File: src/rtl/csr_pkg.sv
// Shared constants for the CSR unit: address map, op encodings, fcsr layout
// and mcountinhibit bit positions.
package csr_pkg;

    typedef enum logic [1:0] {
        OP_NONE = 2'b00,
        OP_RW   = 2'b01,
        OP_RS   = 2'b10,
        OP_RC   = 2'b11
    } csr_op_e;

    localparam logic [11:0] ADDR_FFLAGS        = 12'h001;
    localparam logic [11:0] ADDR_FRM           = 12'h002;
    localparam logic [11:0] ADDR_FCSR          = 12'h003;
    localparam logic [11:0] ADDR_MCOUNTINHIBIT = 12'h320;

    // Counter space: page B is machine (writable), page C is the read-only
    // user shadow. Bit 7 selects the high half, bits [4:0] the counter number.
    localparam logic [3:0] CNT_M_PAGE    = 4'hB;
    localparam logic [3:0] CNT_U_PAGE    = 4'hC;
    localparam int         CNT_HI_BIT    = 7;
    localparam logic [4:0] CNT_CYCLE     = 5'd0;
    localparam logic [4:0] CNT_INSTRET   = 5'd2;
    localparam int         CNT_HPM_FIRST = 3;

    localparam int FFLAGS_LSB = 0;
    localparam int FFLAGS_MSB = 4;
    localparam int FRM_LSB    = 5;
    localparam int FRM_MSB    = 7;

    localparam int INH_CY   = 0;
    localparam int INH_IR   = 2;
    localparam int INH_HPM0 = 3;

    // Physical counter slot: 0 = cycle, 1 = instret, 2.. = hpm3..
    function automatic logic [3:0] cnt_slot(input logic [4:0] num);
        if (num == CNT_CYCLE)
            return 4'd0;
        else if (num == CNT_INSTRET)
            return 4'd1;
        else
            return 4'(num - 5'd1);
    endfunction

    // Writable mcountinhibit bits: CY, IR and one per implemented hpm counter.
    function automatic logic [31:0] inh_mask(input int num_hpm);
        logic [31:0] hpm_bits;
        hpm_bits = ((32'd1 << num_hpm) - 32'd1) << INH_HPM0;
        return hpm_bits | (32'd1 << INH_CY) | (32'd1 << INH_IR);
    endfunction

endpackage

File: src/rtl/csr_counter.sv
// One wide counter with independently writable 32-bit low half and upper
// half. A write to either half suppresses the increment for that cycle, so
// the untouched half holds and no carry crosses into the written half.
module csr_counter #(
    parameter int W = 64
) (
    input  logic          clk,
    input  logic          reset,
    input  logic          inc,
    input  logic          wrLo,
    input  logic          wrHi,
    input  logic [31:0]   wdata,
    output logic [W-1:0]  value
);

    // Write beats increment; increment wraps modulo 2^W.
    always_ff @(posedge clk) begin
        if (reset) begin
            value <= '0;
        end else if (wrLo || wrHi) begin
            if (wrLo)
                value[31:0] <= wdata;
            if (wrHi)
                value[W-1:32] <= wdata[W-33:0];
        end else if (inc) begin
            value <= value + W'(1);
        end
    end

endmodule

File: src/rtl/csr_unit.sv
// CSR unit: decodes the CSR address, performs RW/RS/RC read-modify-write,
// flags illegal accesses, and owns mcountinhibit, fcsr and the counter bank.
// Reads are combinational; writes commit on the next clock edge.
module csr_unit
    import csr_pkg::*;
#(
    parameter int NUM_HPM   = 4,
    parameter int COUNTER_W = 64,
    parameter int HAS_FPU   = 1
) (
    input  logic                                    clk_i,
    input  logic                                    reset_i,
    input  logic                                    csrValid_i,
    input  logic [1:0]                              csrOp_i,
    input  logic [11:0]                             csrAddr_i,
    input  logic [31:0]                             csrSrc_i,
    output logic [31:0]                             csrRData_o,
    output logic                                    csrIllegal_o,
    input  logic                                    csrInstStep_i,
    input  logic                                    fflagsValid_i,
    input  logic [4:0]                              fflags_i,
    input  logic [((NUM_HPM > 0) ? NUM_HPM : 1)-1:0] hpmEvent_i,
    output logic [2:0]                              csrFRM_o
);

    localparam int          NUM_CNT  = 2 + NUM_HPM;
    localparam logic [31:0] INH_MASK = inh_mask(NUM_HPM);

    csr_op_e               op;
    logic                  cnt_space;
    logic                  cnt_ok;
    logic                  cnt_hi;
    logic                  cnt_mpage;
    logic [4:0]            cnt_num;
    logic [3:0]            slot;
    logic                  is_fp;
    logic                  fp_ok;
    logic                  is_inh;
    logic                  do_write;
    logic                  wr_en;
    logic                  illegal;
    logic [31:0]           raw;
    logic [31:0]           wval;
    logic [COUNTER_W-1:0]  sel_cnt;
    logic [63:0]           sel_ext;
    logic [31:0]           inhibit;
    logic [7:0]            fcsr;
    logic [7:0]            fcsr_next;
    logic [NUM_CNT-1:0]    cnt_inc;
    logic [NUM_CNT-1:0]    cnt_wr_lo;
    logic [NUM_CNT-1:0]    cnt_wr_hi;
    logic [COUNTER_W-1:0]  cnt_val [NUM_CNT];

    // Address decode and legality.
    always_comb begin
        op        = csr_op_e'(csrOp_i);
        cnt_mpage = (csrAddr_i[11:8] == CNT_M_PAGE);
        cnt_space = (cnt_mpage || csrAddr_i[11:8] == CNT_U_PAGE) && (csrAddr_i[6:5] == 2'b00);
        cnt_num   = csrAddr_i[4:0];
        cnt_hi    = csrAddr_i[CNT_HI_BIT];
        cnt_ok    = cnt_space && (cnt_num == CNT_CYCLE || cnt_num == CNT_INSTRET ||
                    (int'(cnt_num) >= CNT_HPM_FIRST && int'(cnt_num) < CNT_HPM_FIRST + NUM_HPM));
        slot      = cnt_slot(cnt_num);
        is_fp     = (csrAddr_i == ADDR_FFLAGS) || (csrAddr_i == ADDR_FRM) || (csrAddr_i == ADDR_FCSR);
        fp_ok     = is_fp && (HAS_FPU != 0);
        is_inh    = (csrAddr_i == ADDR_MCOUNTINHIBIT);
        // RS/RC with a zero source is a pure read, so it may target read-only CSRs.
        do_write  = csrValid_i && (op != OP_NONE) && !((op != OP_RW) && (csrSrc_i == 32'd0));
        illegal   = csrValid_i && (!(cnt_ok || fp_ok || is_inh) ||
                    ((csrAddr_i[11:10] == 2'b11) && do_write));
        wr_en     = do_write && !illegal;
    end

    // Select the addressed counter.
    always_comb begin
        sel_cnt = '0;
        for (int i = 0; i < NUM_CNT; i++) begin
            if (slot == 4'(i))
                sel_cnt = cnt_val[i];
        end
        sel_ext = 64'(sel_cnt);
    end

    // Old-value read mux and RW/RS/RC write value.
    always_comb begin
        raw = '0;
        if (cnt_ok)
            raw = cnt_hi ? sel_ext[63:32] : sel_ext[31:0];
        else if (is_fp && csrAddr_i == ADDR_FFLAGS)
            raw = {27'd0, fcsr[FFLAGS_MSB:FFLAGS_LSB]};
        else if (is_fp && csrAddr_i == ADDR_FRM)
            raw = {29'd0, fcsr[FRM_MSB:FRM_LSB]};
        else if (is_fp)
            raw = {24'd0, fcsr};
        else if (is_inh)
            raw = inhibit;

        case (op)
            OP_RS:   wval = raw | csrSrc_i;
            OP_RC:   wval = raw & ~csrSrc_i;
            default: wval = csrSrc_i;
        endcase
    end

    assign csrRData_o   = illegal ? 32'd0 : raw;
    assign csrIllegal_o = illegal;

    // Per-counter increment and write strobes.
    always_comb begin
        cnt_inc   = '0;
        cnt_wr_lo = '0;
        cnt_wr_hi = '0;
        cnt_inc[0] = !inhibit[INH_CY];
        cnt_inc[1] = csrInstStep_i && !inhibit[INH_IR];
        for (int k = 0; k < NUM_HPM; k++)
            cnt_inc[2+k] = hpmEvent_i[k] && !inhibit[INH_HPM0+k];
        for (int i = 0; i < NUM_CNT; i++) begin
            if (wr_en && cnt_ok && cnt_mpage && slot == 4'(i)) begin
                cnt_wr_lo[i] = !cnt_hi;
                cnt_wr_hi[i] = cnt_hi;
            end
        end
    end

    for (genvar g = 0; g < NUM_CNT; g++) begin : g_cnt
        csr_counter #(.W(COUNTER_W)) u_cnt (
            .clk   (clk_i),
            .reset (reset_i),
            .inc   (cnt_inc[g]),
            .wrLo  (cnt_wr_lo[g]),
            .wrHi  (cnt_wr_hi[g]),
            .wdata (wval),
            .value (cnt_val[g])
        );
    end

    // mcountinhibit keeps only its implemented bits.
    always_ff @(posedge clk_i) begin
        if (reset_i)
            inhibit <= '0;
        else if (wr_en && is_inh)
            inhibit <= wval & INH_MASK;
    end

    // fcsr next value: field-scoped write first, then flag accrual on top.
    always_comb begin
        fcsr_next = fcsr;
        if (wr_en && fp_ok) begin
            if (csrAddr_i == ADDR_FFLAGS)
                fcsr_next[FFLAGS_MSB:FFLAGS_LSB] = wval[4:0];
            else if (csrAddr_i == ADDR_FRM)
                fcsr_next[FRM_MSB:FRM_LSB] = wval[2:0];
            else
                fcsr_next = wval[7:0];
        end
        if (fflagsValid_i)
            fcsr_next[FFLAGS_MSB:FFLAGS_LSB] = fcsr_next[FFLAGS_MSB:FFLAGS_LSB] | fflags_i;
    end

    // fcsr register.
    always_ff @(posedge clk_i) begin
        if (reset_i)
            fcsr <= '0;
        else
            fcsr <= fcsr_next;
    end

    assign csrFRM_o = fcsr[FRM_MSB:FRM_LSB];

endmodule

File: config.mk
export PLATFORM = sky130hd
export DESIGN_NAME = csr_unit
export DESIGN_NICKNAME = d
export VERILOG_FILES = /design/src/rtl/csr_pkg.sv /design/src/rtl/csr_counter.sv /design/src/rtl/csr_unit.sv
export SDC_FILE = /design/constraint.sdc
export NUM_CORES = 2
export LEC_CHECK = 0
export CELL_PAD_IN_SITES_DETAIL_PLACEMENT = 1
export CELL_PAD_IN_SITES_GLOBAL_PLACEMENT = 2
export CORE_MARGIN = 8
export CORE_UTILIZATION = 37
export DETAILED_ROUTE_END_ITERATION = 16
export PLACE_DENSITY_LB_ADDON = 0.25
export SLEW_MARGIN = 15
export SYNTH_ARGS = -nofsm -noshare
export SYNTH_HDL_FRONTEND = slang
export SYNTH_SLANG_ARGS = --single-unit
File: constraint.sdc
create_clock -name clk_i -period 4.5 [get_ports clk_i]
set_clock_uncertainty 0.15 [all_clocks]
set_input_delay 0.45 -clock clk_i [delete_from_list [all_inputs] [get_ports clk_i]]
set_output_delay 0.45 -clock clk_i [all_outputs]
set_load 0.05 [all_outputs]
-- Yosys cells after proc, flatten, opt, wreduce, memory -nomap -nowiden
Index checks and enable logic that the tools add are counted.
- reduce and logical (&&, ||, !) cells: 72
- muxes and demuxes: 57
- bitwise logic cells: 5
- $lt $le $gt $ge: 2
- eq/ne operators: 29
- add/subtract/negate cells: 7
- operators with widths (cell ; number):
    $mux 64 ; 18
    $mux 32 ; 15
    $add 64x1->64 const B ; 6
    $pmux 32 s2 ; 1
    $and 32x32->32 ; 1
    $logic_not 32->1 ; 1
    $not 32->32 ; 1
    $or 32x32->32 ; 1
    $ne 2x1->1 const B ; 14
    $logic_and 1x1->1 ; 26
    $reduce_and 2->1 ; 13
    $eq 12x2->1 const B ; 2
    $mux 8 ; 3
    $mux 5 ; 4
    $logic_or 1x1->1 ; 14
    $eq 12x1->1 const B ; 1
    $eq 12x10->1 const B ; 1
    $mux 1 ; 12
    $reduce_bool 2->1 ; 6
    $logic_not 1->1 ; 9
    $eq 4x2->1 const B ; 2
    $eq 4x3->1 const B ; 2
    $eq 4x4->1 const B ; 2
    $mux 4 ; 2
    13 further kinds ; 15
- flip-flop bits (word level): 398
- bits of input ports: 60
- output and inout port bits: 36
- word-level logic and storage cells: 187

-- Longest topological paths before layout
- depth in word-level cells: 19
- mapped depth: 17
- depth with buffers taken out: 10

-- Cells and area by module
From an unflattened synthesis, not the netlist that was laid out.
- cell total of the unflattened synthesis: 4155
- area, all modules: 30555.6 µm²
- modules (own cells, without submodules) (module ; sequential area each (µm²) ; cells an instance ; instances ; area an instance (µm²)):
    csr_counter ; 1281.2 ; 545 ; 6 ; 4192.8
    csr_unit ; 280.3 ; 885 ; 1 ; 5398.9

-- Worst setup path after synthesis
Ideal clock, no wire load.
- path type: input-to-output
- start: in csrAddr_i[0]
- end: out csrRData_o[14]
- slack: -267 ps
- data arrival time: 4167 ps
- data required time: 3900 ps
- buffers on the path: 6
- cell stages on the path: 14
- path through: clkbuf_1 > inv_1 > ha_1 > or2_1 > buf_2 > o311ai_2 > or2_2 > buf_2 > buf_1 > o2bb2ai_1 > and2_1 > clkbuf_1 > clkbuf_1 > nor2_1
- elaborated cells on any way between the ends: 37
- classes of those cells: 1 x add/sub; 2 x order compare; 10 x eq/ne; 11 x mux; 13 x reduce/logical
- RTL lines (element ; RTL line ; text):
    start: declaration ; csr_unit.sv:15 ; input logic [11:0] csrAddr_i,
    $ge 5x2->1, or another cell as far along ; csr_unit.sv:62 ; (int'(cnt_num) >= CNT_HPM_FIRST && int'(cnt_num) < CNT_HPM_FIRST + NUM_HPM));
    $logic_and 1x1->1 or $logic_or 1x1->1 (tied branches) ; csr_unit.sv:62, csr_unit.sv:61 ;
    $logic_or 1x1->1 ; csr_unit.sv:61 ; cnt_ok = cnt_space && (cnt_num == CNT_CYCLE || cnt_num == CNT_INSTRET ||
    $logic_and 1x1->1 ; csr_unit.sv:61 ;
    $logic_or 1x1->1 ; csr_unit.sv:69 ; illegal = csrValid_i && (!(cnt_ok || fp_ok || is_inh) ||
    $logic_or 1x1->1 * ; csr_unit.sv:69 ;
    $logic_not 1->1 * ; csr_unit.sv:69 ;
    $logic_or 1x1->1 * ; csr_unit.sv:69 ;
    $logic_and 1x1->1 * ; csr_unit.sv:69 ;
    named net csrIllegal_o ; csr_unit.sv:18 ; output logic csrIllegal_o,
    $mux 32 * ; csr_unit.sv:105 ; assign csrRData_o = illegal ? 32'd0 : raw;
    end: declaration ; csr_unit.sv:17 ; output logic [31:0] csrRData_o,
The timed path passes the listed nets; every way through them passes the cells marked *.

-- Worst setup path in the final report
- start: in csrAddr_i[0]
- end: out csrRData_o[20]
- longest elaborated chain between the ends: 13
- elaborated cells on any way between the ends: 37
- classes of those cells: 1 x add/sub; 2 x order compare; 10 x eq/ne; 11 x mux; 13 x reduce/logical
- ends and longest elaborated chain (element ; RTL line ; text):
    $sub 4x1->4 or $eq 5x2->1 (tied branches) ; csr_pkg.sv:42, csr_pkg.sv:39, csr_unit.sv:61 ;
    $mux 4 ; csr_pkg.sv:39 ; else if (num == CNT_INSTRET)
    $mux 4 ; csr_pkg.sv:37 ; if (num == CNT_CYCLE)
    $logic_not 4->1 ; csr_unit.sv:78 ; if (slot == 4'(i))
    $mux 64 (6 in a row) ; csr_unit.sv:78 ;
    $mux 32 ; csr_unit.sv:88 ; raw = cnt_hi ? sel_ext[63:32] : sel_ext[31:0];
    $mux 32 ; csr_unit.sv:87 ; if (cnt_ok)
    $mux 32 * ; csr_unit.sv:105 ;
Mark *: on every way between the ends. The rest lies on a longest branch, timed or not.

==> results by stage <==
Drt:
- The total wire length is 223000 µm.
- After detailed routing, the number of remaining DRC violations is 0.
- The number of vias in the routed layout is 42000.
- The first detailed-routing pass took 6 iterations.
- For this block, the initial DRC count from the detailed router was 5986.
- Using the TritonRoute via totals, the vias-per-cell ratio works out to 7.41.
- The antenna violation net count after detailed routing is 0.
- After detailed routing, the average wire length per cell comes to 39.2 µm.

Global routing:
- The initial antenna violation count is 33.
- For this run the aggregate overflow at the end of global routing stands at 0.
- The first global-routing pass estimated 307000 µm of wire.
- The via count of the first global-routing pass is 38800.
- For this run, the total global-route usage over all layers was measured as 0.468.
- The maximum number of pins on one net before global-route repair is 163.

CTS:
- TritonCTS built the clock tree.
- The maximum root-to-sink buffer count is 3.
- The clock reaches the later pin of the worst-skew pair after 0.66 ns.
- The total CTS buffers is 53.
- After clock tree synthesis, the clock-pin slew on the worst setup and hold paths is 0.06 ns.
- The clock net sink count is 398.
- Clock tree synthesis selected as its root buffer the cell sky130_fd_sc_hd__clkbuf_16.
- The number of levels in the clock H-tree is 2.

Placed design:
- The congestion estimate from routability-driven global placement came to 1.12.
- The port buffer count is 95.
- In this run the cell area measured after placement is 36000 µm².
- The post-place setup slack is -0.451 ns.
- Detailed placement ended at an HPWL of 171000 µm.

Yosys:
- Of all cell types, the one taking the most synthesized area is sky130_fd_sc_hd__dfxtp_1.
- The most frequent cell after synthesis is sky130_fd_sc_hd__a21oi_1.
- The mean post-synth cell area is 7.16 µm².
- The number of standard cells after synthesis is 4226.
- The share of synthesized area in the top cell type comes to 0.263.
- Yosys printed 0 warnings.
- The number of distinct library cells after synthesis is 101.
- Sorting the synthesized cells by how often they occur yields 421 x sky130_fd_sc_hd__a21oi_1, 398 x sky130_fd_sc_hd__dfxtp_1, 367 x sky130_fd_sc_hd__nand2_1.
- The post-synthesis sequential element count is 398.
- The flip-flop cell with the highest count after synthesis is sky130_fd_sc_hd__dfxtp_1.
- Sorting the synthesized cells by area gives the leading types as sky130_fd_sc_hd__dfxtp_1 26%, sky130_fd_sc_hd__a21oi_1 7.0%, sky130_fd_sc_hd__o21ai_0 5.3%.
- The share of async-settable or async-resettable flops after synthesis is 0.
- The synthesized area is 30300 µm².
- The number of nets in the synthesized netlist is 4297.
- The synthesized design contains 0 enable-type register cells.
- The sequential element share of the synthesized area is 0.263.

Layout:
- At the end of the flow the core is filled with cells to 0.470.
- The post-layout net count is 4607.
- The relative area change from synthesis to final layout is 26.5%.
- In the final layout, the share of cells above drive strength 1 is 0.182.
- The area of all placed cells without fillers is 38300 µm².
- Fill cells in the final layout number 10000.

Hold path:
- The class of the most critical hold timing path is input port to flop.
- The hold path startpoint is fflags_i[3].
- For hold timing, the worst endpoint is fcsr[3].
- The worst hold path passes through 3 cells.

STA:
- The highest clock rate is 0.220 GHz.
- Setup total negative slack on the finished layout was measured at -0.0449 ns.
- The actual slew at the worst max-slew pin is 1.20 ns.
- The number of endpoints with negative hold slack in the final report is 0.
- The number of pins exceeding their max-slew limit in the final report is 0.
- Setup slack on the critical path of the routed design comes to -0.0449 ns.
- Of the available clock period, the critical path in the final layout requires 1.01.
- The smallest clock period supported by the final layout is computed as 4.54 ns.
- Headroom to the max-slew limit came out at 0.201.
- The final setup violation count is 1.

Worst setup path:
- Counting cells, the worst reg-to-reg path comes to 8.
- The minimum setup slack among reg-to-reg paths is 0.69 ns.
- The worst register-to-register path begins at g_cnt[1].u_cnt.value[21].
- The worst setup path is launched from an input port.
- The data arrival time of the critical path is 3.94 ns.
- The end of the worst register-to-register path is g_cnt[1].u_cnt.value[51].
- STA classifies the critical path endpoint as an output port.
- The worst setup path is of the input port to output port kind.
- On the worst path, the slowest cell contributes a delay of 0.50 ns.
- The critical-path cell with the highest stage delay is sky130_fd_sc_hd__or4b_4.
- In this run the worst path has a maximum fanout of 8.
- Traced cell by cell, the critical path runs through clkdlybuf4s50_1 -> inv_2 -> ha_1 -> or4b_4 -> buf_4 -> buf_4 -> a211oi_4 -> buf_6 -> buf_6 -> nand2_1 -> o21ai_1 -> a21o_1 -> a2bb2oi_4 -> nor2_1 -> buf_4 -> buf_4.
- The data required time of the worst path is 3.90 ns.
- The most prevalent standard cell on the critical path is sky130_fd_sc_hd__buf_4.

Status:
- The final reports fail on setup timing.
- The run finished, with violations left.

Power:
- VDD sags by at most 271 µV.
- For this design the ratio of total power to cell area is 251 nW/µm².
- The leakage dissipation is 12.9 nW.

Floorplan:
- The count of boundary I/O pins is 96.
- From bottom edge to top edge, the die measures 302 µm.
- The number of rows created at floorplan is 105.
- The die covers 91200 µm².
- For this configuration, the core starts out at a cell density of 0.371.
- The placeable core region is 81600 µm².
- In this run the horizontal extent of the chip is 302 µm.

Job:
- The number of max-cap violations is 0.
## registers in the layout, indices dropped and copies added (netlist names)
| register | cells |
|---|---|
| g_cnt.u_cnt.value | 384 |
| fcsr | 8 |
| inhibit | 6 |
## metrics by stage
stage / instances / total power, mW / hold WS (ns)
3_5_place_dp: 5534 / 5.12 / 0.346
4_1_cts: 5637 / 9.48 / 0.212
5_1_grt: 5649 / 9.70 / 0.260
3_3_place_gp: 5534 / 5.12 / 0.344
6_report: 5672 / 9.63 / 0.231
2_1_floorplan: 4226 / 4.18 / 0.318
## where the power goes
| part | switching [mW] | total (mW) | internal (mW) |
|---|---|---|---|
| logic | 1.13 | 1.63 | 0.501 |
| registers | 0.0332 | 3.57 | 3.54 |
| clock network | 1.92 | 4.43 | 2.50 |
## metal layers
metal / GRT usage / routed length (µm) / part of all wire / vias up
met5: 0 / 242 / 0.0011 / -
met4: 0.313 / 18100 / 0.081 / 28
met3: 0.159 / 31200 / 0.14 / 781
met2: 0.640 / 85900 / 0.39 / 3189
met1: 0.614 / 87200 / 0.39 / 20900
li1: - / - / - / 17100
## placed cells by master, fill, tap and decap left out, types with 20 or more instances in the layout
master and instances:
sky130_fd_sc_hd__clkdlybuf4s50_1 59, sky130_fd_sc_hd__and4_1 42, sky130_fd_sc_hd__a211oi_1 67, sky130_fd_sc_hd__a21o_1 21, sky130_fd_sc_hd__nand4_1 139, sky130_fd_sc_hd__and2_1 46
sky130_fd_sc_hd__a2111oi_0 26, sky130_fd_sc_hd__o31a_1 41, sky130_fd_sc_hd__nor3_1 157, sky130_fd_sc_hd__nor2_1 317, sky130_fd_sc_hd__o22ai_1 70, sky130_fd_sc_hd__diode_2 26
sky130_fd_sc_hd__nor4_1 68, sky130_fd_sc_hd__a2111oi_2 20, sky130_fd_sc_hd__and3_1 102, sky130_fd_sc_hd__nand2b_1 36, sky130_fd_sc_hd__inv_1 72, sky130_fd_sc_hd__clkbuf_16 53
sky130_fd_sc_hd__nand3_1 205, sky130_fd_sc_hd__or3_1 42, sky130_fd_sc_hd__nand2_1 367, sky130_fd_sc_hd__buf_12 82, sky130_fd_sc_hd__a31oi_1 146, sky130_fd_sc_hd__o211ai_1 28
sky130_fd_sc_hd__buf_4 491, sky130_fd_sc_hd__a21oi_1 418, sky130_fd_sc_hd__o221ai_1 27, sky130_fd_sc_hd__a221o_1 34, sky130_fd_sc_hd__mux2i_1 31, sky130_fd_sc_hd__o2111ai_1 31
sky130_fd_sc_hd__a221oi_1 36, sky130_fd_sc_hd__dfxtp_1 398, sky130_fd_sc_hd__o21a_1 35, sky130_fd_sc_hd__o21ai_0 315, sky130_fd_sc_hd__a211o_1 20, sky130_fd_sc_hd__o31ai_1 28
## worst max-delay path, delay by kind of cell
family	cells	cell delay [ns]
fa+ha+maj	1	0.16
compound gates	4	1.05
buf+inv	8	1.53
simple gates	3	0.72
## kinds of logic (layout without fill, tap and decap cells)
| family | count (synthesis) | count (layout) | synth area share |
|---|---|---|---|
| AO/OA/AOI/OAI | 1639 | 1639 | 0.366 |
| XOR/XNOR | 13 | 13 | 0.00376 |
| adder cells (fa/ha/maj) | 11 | 11 | 0.00455 |
| buffers and inverters | 462 | 812 | 0.0642 |
| flip-flops | 398 | 398 | 0.263 |
| multiplexers | 46 | 46 | 0.0158 |
| other | 0 | 26 | 0 |
| AND/OR/NAND/NOR | 1657 | 1657 | 0.282 |
## what timing repair did
action | CTS | global route
gates resized for setup | 24 | 34
hold buffers | 1 | 0
hold endpoints to repair | 2 | 0
buffers inserted | 7 | 9
pin swaps | 4 | 12
setup endpoints to repair | 20 | 29
## cell type report
type | count | area, µm² | area share
clock inverters | 18 | 175 | 0.00457
inverters | 75 | 283 | 0.00738
clock buffers | 77 | 1560 | 0.0406
multi-input cells | 3366 | 20900 | 0.545
repair buffers | 642 | 6030 | 0.158
flip-flops and latches | 398 | 7970 | 0.208
well taps | 1070 | 1340 | 0.0349
diodes | 26 | 65.1 | 0.00170
## worst max-delay path by stage
stage / end / slack [ns] / cells after the start / startpoint
2_1_floorplan: csrRData_o[7] / -0.07 / 11 / csrAddr_i[0]
3_3_place_gp: g_cnt[5].u_cnt.value[46] / -0.45 / 16 / csrAddr_i[1]
3_5_place_dp: g_cnt[5].u_cnt.value[46] / -0.45 / 16 / csrAddr_i[1]
4_1_cts: csrRData_o[1] / -0.02 / 15 / csrAddr_i[1]
5_1_grt: csrRData_o[7] / -0.03 / 15 / csrAddr_i[0]
6_report: csrRData_o[20] / -0.04 / 16 / csrAddr_i[0]
Power figures use the tool's default switching activity.
